==> src/rtl/conv_window_mac_if.sv <==
// rtl/conv_window_mac_if.sv - controller-side request/response handshake bundle
//
// Carries one request and its response between the convolution controller
// (master) and the window MAC (slave).
//   en         : request, held high by the controller until ack is seen
//   base_addrA : kernel select
//   base_addrB : image address of the window top-left pixel
//   ack        : result valid / request complete
//   out_pix    : signed result pixel
//   busy       : responder is working on (or returning) a request
interface conv_window_mac_if #(
  parameter int ADDR_A_W = 4,
  parameter int ADDR_B_W = 13,
  parameter int ACC_W    = 32
);
  logic                en;
  logic [ADDR_A_W-1:0] base_addrA;
  logic [ADDR_B_W-1:0] base_addrB;
  logic                ack;
  logic [ACC_W-1:0]    out_pix;
  logic                busy;

  modport master (
    output en, base_addrA, base_addrB,
    input  ack, out_pix, busy
  );

  modport slave (
    input  en, base_addrA, base_addrB,
    output ack, out_pix, busy
  );
endinterface

==> src/rtl/conv_window_mac.sv <==
// rtl/conv_window_mac.sv - KxK signed window dot product behind a 4-phase handshake
//
// Accepts a request from the convolution controller, streams K*K kernel and
// image words out of synchronous memories, accumulates their signed products
// and returns the pixel with a 4-phase en/ack handshake.
//
// Optional feature macro: CONV_RELU_EN (clamps the returned pixel at zero).
//
// Ports:
//   clk, rst_n : clock (rising edge), asynchronous active-low reset
//   ctrl       : controller handshake (en, base_addrA, base_addrB, ack, out_pix, busy)
//   krn_rd     : kernel memory read strobe
//   krn_addr   : kernel memory address (kernel_select*K*K + tap)
//   krn_data   : kernel word, valid one cycle after krn_rd
//   img_rd     : image memory read strobe
//   img_addr   : image memory address (wraps modulo 2^ADDR_B_W)
//   img_data   : image word, valid one cycle after img_rd
module conv_window_mac #(
  parameter int K          = 3,
  parameter int IMG_WIDTH  = 64,
  parameter int DATA_W     = 16,
  parameter int ACC_W      = 32,
  parameter int ADDR_A_W   = 4,
  parameter int ADDR_B_W   = 13,
  parameter int KRN_ADDR_W = 8
) (
  input  logic                     clk,
  input  logic                     rst_n,
  conv_window_mac_if.slave         ctrl,
  output logic                     krn_rd,
  output logic [KRN_ADDR_W-1:0]    krn_addr,
  input  logic signed [DATA_W-1:0] krn_data,
  output logic                     img_rd,
  output logic [ADDR_B_W-1:0]      img_addr,
  input  logic signed [DATA_W-1:0] img_data
);

  localparam int TAPS  = K * K;
  localparam int TAP_W = $clog2(TAPS + 1);
  localparam int COL_W = $clog2(K + 1);

  typedef enum logic [1:0] {IDLE, FETCH, DRAIN, ACK} state_t;

  state_t state, state_next;

  logic [TAP_W-1:0]          tap;
  logic [COL_W-1:0]          col;
  logic [ADDR_B_W-1:0]       row_base;   // image address of column 0 in the current row
  logic                      data_vld;   // memory data on the bus belongs to this request
  logic signed [ACC_W-1:0]   acc;
  logic signed [ACC_W-1:0]   acc_sum;
  logic signed [ACC_W-1:0]   pix_val;
  logic signed [2*DATA_W-1:0] prod;
  logic                      ack_q;
  logic                      busy_q;
  logic [ACC_W-1:0]          out_pix_q;
  logic                      last_tap;
  logic                      col_last;

  assign last_tap = (tap == TAP_W'(TAPS - 1));
  assign col_last = (col == COL_W'(K - 1));

  assign prod    = krn_data * img_data;
  assign acc_sum = acc + ACC_W'(prod);

`ifdef CONV_RELU_EN
  assign pix_val = acc_sum[ACC_W-1] ? '0 : acc_sum;
`else
  assign pix_val = acc_sum;
`endif

  assign ctrl.ack     = ack_q;
  assign ctrl.busy    = busy_q;
  assign ctrl.out_pix = out_pix_q;

  always_ff @(posedge clk or negedge rst_n) begin
    if (!rst_n) state <= IDLE;
    else        state <= state_next;
  end

  always_comb begin
    state_next = state;
    case (state)
      IDLE:    if (ctrl.en)  state_next = FETCH;
      FETCH:   if (last_tap) state_next = DRAIN;
      DRAIN:                 state_next = ACK;
      ACK:     if (!ctrl.en) state_next = IDLE;
      default:               state_next = IDLE;
    endcase
  end

  always_ff @(posedge clk or negedge rst_n) begin
    if (!rst_n) begin
      tap       <= '0;
      col       <= '0;
      row_base  <= '0;
      data_vld  <= 1'b0;
      acc       <= '0;
      ack_q     <= 1'b0;
      busy_q    <= 1'b0;
      out_pix_q <= '0;
      krn_rd    <= 1'b0;
      krn_addr  <= '0;
      img_rd    <= 1'b0;
      img_addr  <= '0;
    end else begin
      // Memories answer one cycle after the strobe, so the product on the
      // bus is valid exactly in the cycle after a read was issued.
      data_vld <= krn_rd;
      if (data_vld) acc <= acc_sum;

      case (state)
        IDLE: begin
          if (ctrl.en) begin
            busy_q   <= 1'b1;
            tap      <= '0;
            col      <= '0;
            acc      <= '0;
            row_base <= ctrl.base_addrB;
            krn_rd   <= 1'b1;
            img_rd   <= 1'b1;
            krn_addr <= KRN_ADDR_W'(ctrl.base_addrA) * KRN_ADDR_W'(TAPS);
            img_addr <= ctrl.base_addrB;
          end
        end
        FETCH: begin
          if (last_tap) begin
            krn_rd <= 1'b0;
            img_rd <= 1'b0;
          end else begin
            tap      <= tap + 1'b1;
            krn_addr <= krn_addr + 1'b1;
            if (col_last) begin
              // Step to the next row by adding the pitch; addresses wrap silently.
              col      <= '0;
              row_base <= row_base + ADDR_B_W'(IMG_WIDTH);
              img_addr <= row_base + ADDR_B_W'(IMG_WIDTH);
            end else begin
              col      <= col + 1'b1;
              img_addr <= img_addr + 1'b1;
            end
          end
        end
        DRAIN: begin
          out_pix_q <= pix_val;
          ack_q     <= 1'b1;
        end
        ACK: begin
          if (!ctrl.en) begin
            ack_q  <= 1'b0;
            busy_q <= 1'b0;
          end
        end
        default: ;
      endcase
    end
  end

endmodule

==> src/flat_wrapper.sv <==
// flat-port wrapper written by rule: the top's interface ports become plain ports
module conv_window_mac_flat 
#(
  parameter int K          = 3,
  parameter int IMG_WIDTH  = 64,
  parameter int DATA_W     = 16,
  parameter int ACC_W      = 32,
  parameter int ADDR_A_W   = 4,
  parameter int ADDR_B_W   = 13,
  parameter int KRN_ADDR_W = 8
)
  (clk, rst_n, krn_rd, krn_addr, krn_data, img_rd, img_addr, img_data, ctrl_en, ctrl_base_addrA, ctrl_base_addrB, ctrl_ack, ctrl_out_pix, ctrl_busy);
  conv_window_mac_if #(.ADDR_A_W(ADDR_A_W), .ADDR_B_W(ADDR_B_W), .ACC_W(ACC_W)) ctrl_i ();
  input  logic clk;
  input  logic rst_n;
  output logic krn_rd;
  output logic [KRN_ADDR_W-1:0] krn_addr;
  input  logic signed [DATA_W-1:0] krn_data;
  output logic img_rd;
  output logic [ADDR_B_W-1:0] img_addr;
  input  logic signed [DATA_W-1:0] img_data;
  input wire logic [$bits(ctrl_i.en)-1:0] ctrl_en;
  input wire logic [$bits(ctrl_i.base_addrA)-1:0] ctrl_base_addrA;
  input wire logic [$bits(ctrl_i.base_addrB)-1:0] ctrl_base_addrB;
  output wire logic [$bits(ctrl_i.ack)-1:0] ctrl_ack;
  output wire logic [$bits(ctrl_i.out_pix)-1:0] ctrl_out_pix;
  output wire logic [$bits(ctrl_i.busy)-1:0] ctrl_busy;
  assign ctrl_i.en = ctrl_en;
  assign ctrl_i.base_addrA = ctrl_base_addrA;
  assign ctrl_i.base_addrB = ctrl_base_addrB;
  assign ctrl_ack = ctrl_i.ack;
  assign ctrl_out_pix = ctrl_i.out_pix;
  assign ctrl_busy = ctrl_i.busy;
  conv_window_mac #(.K(K), .IMG_WIDTH(IMG_WIDTH), .DATA_W(DATA_W), .ACC_W(ACC_W), .ADDR_A_W(ADDR_A_W), .ADDR_B_W(ADDR_B_W), .KRN_ADDR_W(KRN_ADDR_W)) u_core (.clk(clk), .rst_n(rst_n), .ctrl(ctrl_i), .krn_rd(krn_rd), .krn_addr(krn_addr), .krn_data(krn_data), .img_rd(img_rd), .img_addr(img_addr), .img_data(img_data));
endmodule
==> config.mk <==
export PLATFORM = sky130hd
export DESIGN_NAME = conv_window_mac_flat
export DESIGN_NICKNAME = d
export VERILOG_FILES = /design/src/rtl/conv_window_mac_if.sv /design/src/rtl/conv_window_mac.sv /design/src/flat_wrapper.sv
export SDC_FILE = /design/constraint.sdc
export NUM_CORES = 1
export LEC_CHECK = 0
export CORE_MARGIN = 2
export CORE_UTILIZATION = 25
export DETAILED_ROUTE_END_ITERATION = 7
export GPL_TIMING_DRIVEN = 0
export PLACE_DENSITY_LB_ADDON = 0.05
export SLEW_MARGIN = 20
export SYNTH_ARGS = -nofsm -noshare
export SYNTH_HDL_FRONTEND = slang
export SYNTH_SLANG_ARGS = --single-unit
==> constraint.sdc <==
create_clock -name clk -period 7.72 [get_ports clk]
set_clock_uncertainty 0.15 [all_clocks]
set_input_delay 1.544 -clock clk [delete_from_list [all_inputs] [get_ports clk]]
set_output_delay 1.544 -clock clk [all_outputs]
set_load 0.01 [all_outputs]
==> impl_metrics.py <==
metrics = {
    "yosys": {
        "syn_area_um2": 16000,
        "synth_nets": 2120,
        "syn_area_per_cell_um2": 9.61,
        "ys_ff_latch": 110,
        "synthTopCellsByArea": "fa_1 37%, dfrtp_1 17%, ha_1 8.6%",
        "syn_inst": 1666,
        "post-synth-top-area-cell": "fa_1",
        "synth_edf_count": 0,
        "synth.distinct_cells": 61,
        "yosysSeqAreaShare": 0.172,
        "yosysWarnings": 0,
        "post-synth-top-area-fraction": 0.365,
        "ys_async_sr_fraction": 1.00,
        "synth-main-ff-cell": "dfrtp_1",
    },
    "worst_setup_path": {
        "crit_path_max_incr_delay_ps": 630,
        "criticalPathCategory": "input port to flop",
        "cp.arrival_ps": 7670,
        "rr_endpoint": "u_core.ctrl.out_pix[31]$_DFFE_PN0P_",
        "required_ps": 7840,
        "path_max_fanout": 10,
        "r2r_start": "u_core.acc[10]$_DFF_PN0_",
        "crit_slowest_cell": "fa_2",
        "rr_worst_depth": 18,
        "rrSetupSlack_ps": 2150,
        "crit_family": "adder cells",
        "cp.depth": 25,
        "worstSetupEndpointType": "flop",
        "start_kind": "input port",
        "path_common_cell": "inv_1",
        "critical_path_buf_inv_count": 8,
    },
    "layout": {
        "finalNonFillerCells": 2645,
        "area_growth_pct": 17.4,
        "multi_input_area_um2": 11900,
        "regArea_um2": 2750,
        "drive_gt1_frac": 0.0890,
        "fin_nets": 2247,
        "nFillCells": 6755,
    },
    "sta": {
        "fin_crit_ps": 7550,
        "fin_crit_sh": 0.978,
        "hold_violations": 0,
        "finalSetupTns_ps": 0,
        "max_freq_ghz": 0.132,
        "fin_ws_ps": 171,
        "hold_ws_ps": 339,
        "finalMaxSlewViolations": 0,
        "maxSlewHeadroom": 0.376,
        "tightest_slew_ps": 936,
        "grt_setup_unrepaired": "false",
        "setup_viol": 0,
    },
    "placement": {
        "port_buffers": 107,
        "pre_cts_ws_ps": -1660,
        "place_congestion": 0.803,
        "place_hpwl_um": 42400,
        "dpl.cell_count": 2620,
    },
    "clocking": {
        "clockRootBuffer": "clkbuf_16",
        "insertion_delay_ps": 370,
        "cts_sinks": 110,
        "path_clk_slew_ps": 80,
        "cts_max_level": 3,
        "tritoncts": "built",
        "clockBufferDepth": 2,
        "cts_made_buffers": 9,
        "hold_buffers": 0,
    },
    "worst_hold_path": {
        "min_path_type": "flop to flop",
        "min_path_cells": 2,
        "holdPathEnd": "u_core.row_base[1]$_DFFE_PN0P_",
        "hp-start": "u_core.row_base[1]$_DFFE_PN0P_",
    },
    "floorplanning": {
        "die_w_um": 257,
        "num_rows": 92,
        "die_area_um2": 66100,
        "start_util": 0.253,
        "die_h_um": 257,
        "coreArea_um2": 63200,
        "io_pins": 109,
    },
    "routing": {
        "drt-pass1-iter-count": 5,
        "wl_um": 50200,
        "vias": 11659,
        "vias_per_cell": 4.41,
        "ant_nets": 0,
        "drc_errors": 0,
        "drtIter0Drc": 472,
        "wl_per_cell_um": 19.0,
    },
    "global_routing": {
        "grt_pass1_wl_um": 79900,
        "antenna_found_initial": 3,
        "grt_pass1_vias": 13072,
        "gr-total-overflow": 0,
        "track_usage": 0.161,
        "grt_max_degree": 66,
    },
    "job": {
        "max_cap_viol_count": 0,
    },
    "status": {
        "status": "finished, final reports clean",
    },
}
[sequential cells by signal, indices dropped and copies added, names as in the netlist]
register,cells
u_core.img_addr,13
u_core.tap,4
u_core.krn_addr,8
u_core.col,2
u_core.state,2
u_core.row_base,13
u_core.data_vld,1
u_core.acc,32
u_core.ctrl.out_pix,32
u_core.ctrl.busy,1
u_core.krn_rd,1
u_core.ctrl.ack,1
[cell usage in the layout, fill, tap and decap left out, types with 29 or more instances in the layout]
cell             netlist  routed
clkdlybuf4s50_1        0      74
o21ai_0               41      41
mux2i_1               29      29
xnor2_1               34      33
inv_1                329     325
fa_1                 292     288
a21oi_1               46      42
and2_1               125     125
nand2_1              183     181
dfrtp_1              110     110
nor2_1                74      73
ha_1                 110     103
mux2_2                31      31
[Yosys cell counts, types with 2 or more instances]
cell type and count:
nand4_1 4, buf_1 4, buf_4 2, nor2_1 74, nor3_1 8, o22a_1 2, nor3b_1 3, o31ai_1 3
xor2_1 20, or3_1 2, nand3b_1 4, and3_1 12, o21bai_1 5, fa_1 292, nand2b_1 9, inv_1 329
a211oi_2 2, ha_1 110, o211ai_1 12, o22ai_1 14, xnor2_1 34, nand2_1 183, nand3_1 28, nor2b_1 2
o21ai_1 7, a21oi_1 46, a21o_1 15, o21ai_0 41, mux2i_1 29, and2_4 2, and2_1 125, o21a_1 3
a31oi_1 15, clkbuf_1 59, mux2_2 31, dfrtp_1 110
[per-layer routing]
layer  vias to the layer above  track usage  share of wire
met2                       165        0.286           0.51
li1                       5389            -              -
met3                        28       0.0182          0.031
met4                         0       0.0247          0.012
met5                         -            0              0
met1                      6077        0.212           0.45
[worst max path at each step]
stage                       from                             endpoint
finish              krn_data[15]  u_core.ctrl.out_pix[31]$_DFFE_PN0P_
global route         krn_data[9]  u_core.ctrl.out_pix[31]$_DFFE_PN0P_
CTS                  krn_data[4]  u_core.ctrl.out_pix[31]$_DFFE_PN0P_
detailed placement  krn_data[11]  u_core.ctrl.out_pix[31]$_DFFE_PN0P_
global placement    krn_data[11]  u_core.ctrl.out_pix[31]$_DFFE_PN0P_
floorplan            img_data[1]  u_core.ctrl.out_pix[31]$_DFFE_PN0P_
[stage by stage]
step | area [µm²] | util
2_1_floorplan | 16000 | -
3_3_place_gp | 18100 | 0.287
3_5_place_dp | 18200 | 0.288
4_1_cts | 18700 | 0.296
5_1_grt | 18800 | 0.297
6_report | 18800 | 0.297
[worst min-delay path, delay by kind of cell, from the launching register on]
kind | cells | cell delay [ps]
simple gates | 1 | 50
compound gates | 1 | 60
flops | 1 | 350
[what timing repair did]
action | CTS | global route
buffers inserted | 6 | 5
pin swaps | 3 | 13
gates cloned | 0 | 0
gates resized for setup | 163 | 107
setup endpoints to repair | 40 | 26
[final cells by class]
type                       instances  area share
inverter                         329      0.0665
sequential                       110       0.147
tap                              846      0.0563
multi-input combinational       1161       0.633
antenna                            1    0.000133
timing repair buffer             119      0.0581
clock buffer                       9      0.0120
clock inverter                     7     0.00426
buffer                            63      0.0233
[cell families after synthesis]
group	Yosys count	synth area share
mux	60	0.0400
simple gates	465	0.142
compound gates	180	0.0720
fa+ha+maj	402	0.451
buf+inv	395	0.0936
xor+xnor	54	0.0296
flops	110	0.172
Power is not shown: default switching activity piles up to over one toggle a cycle in this logic, so the estimate is an artifact.
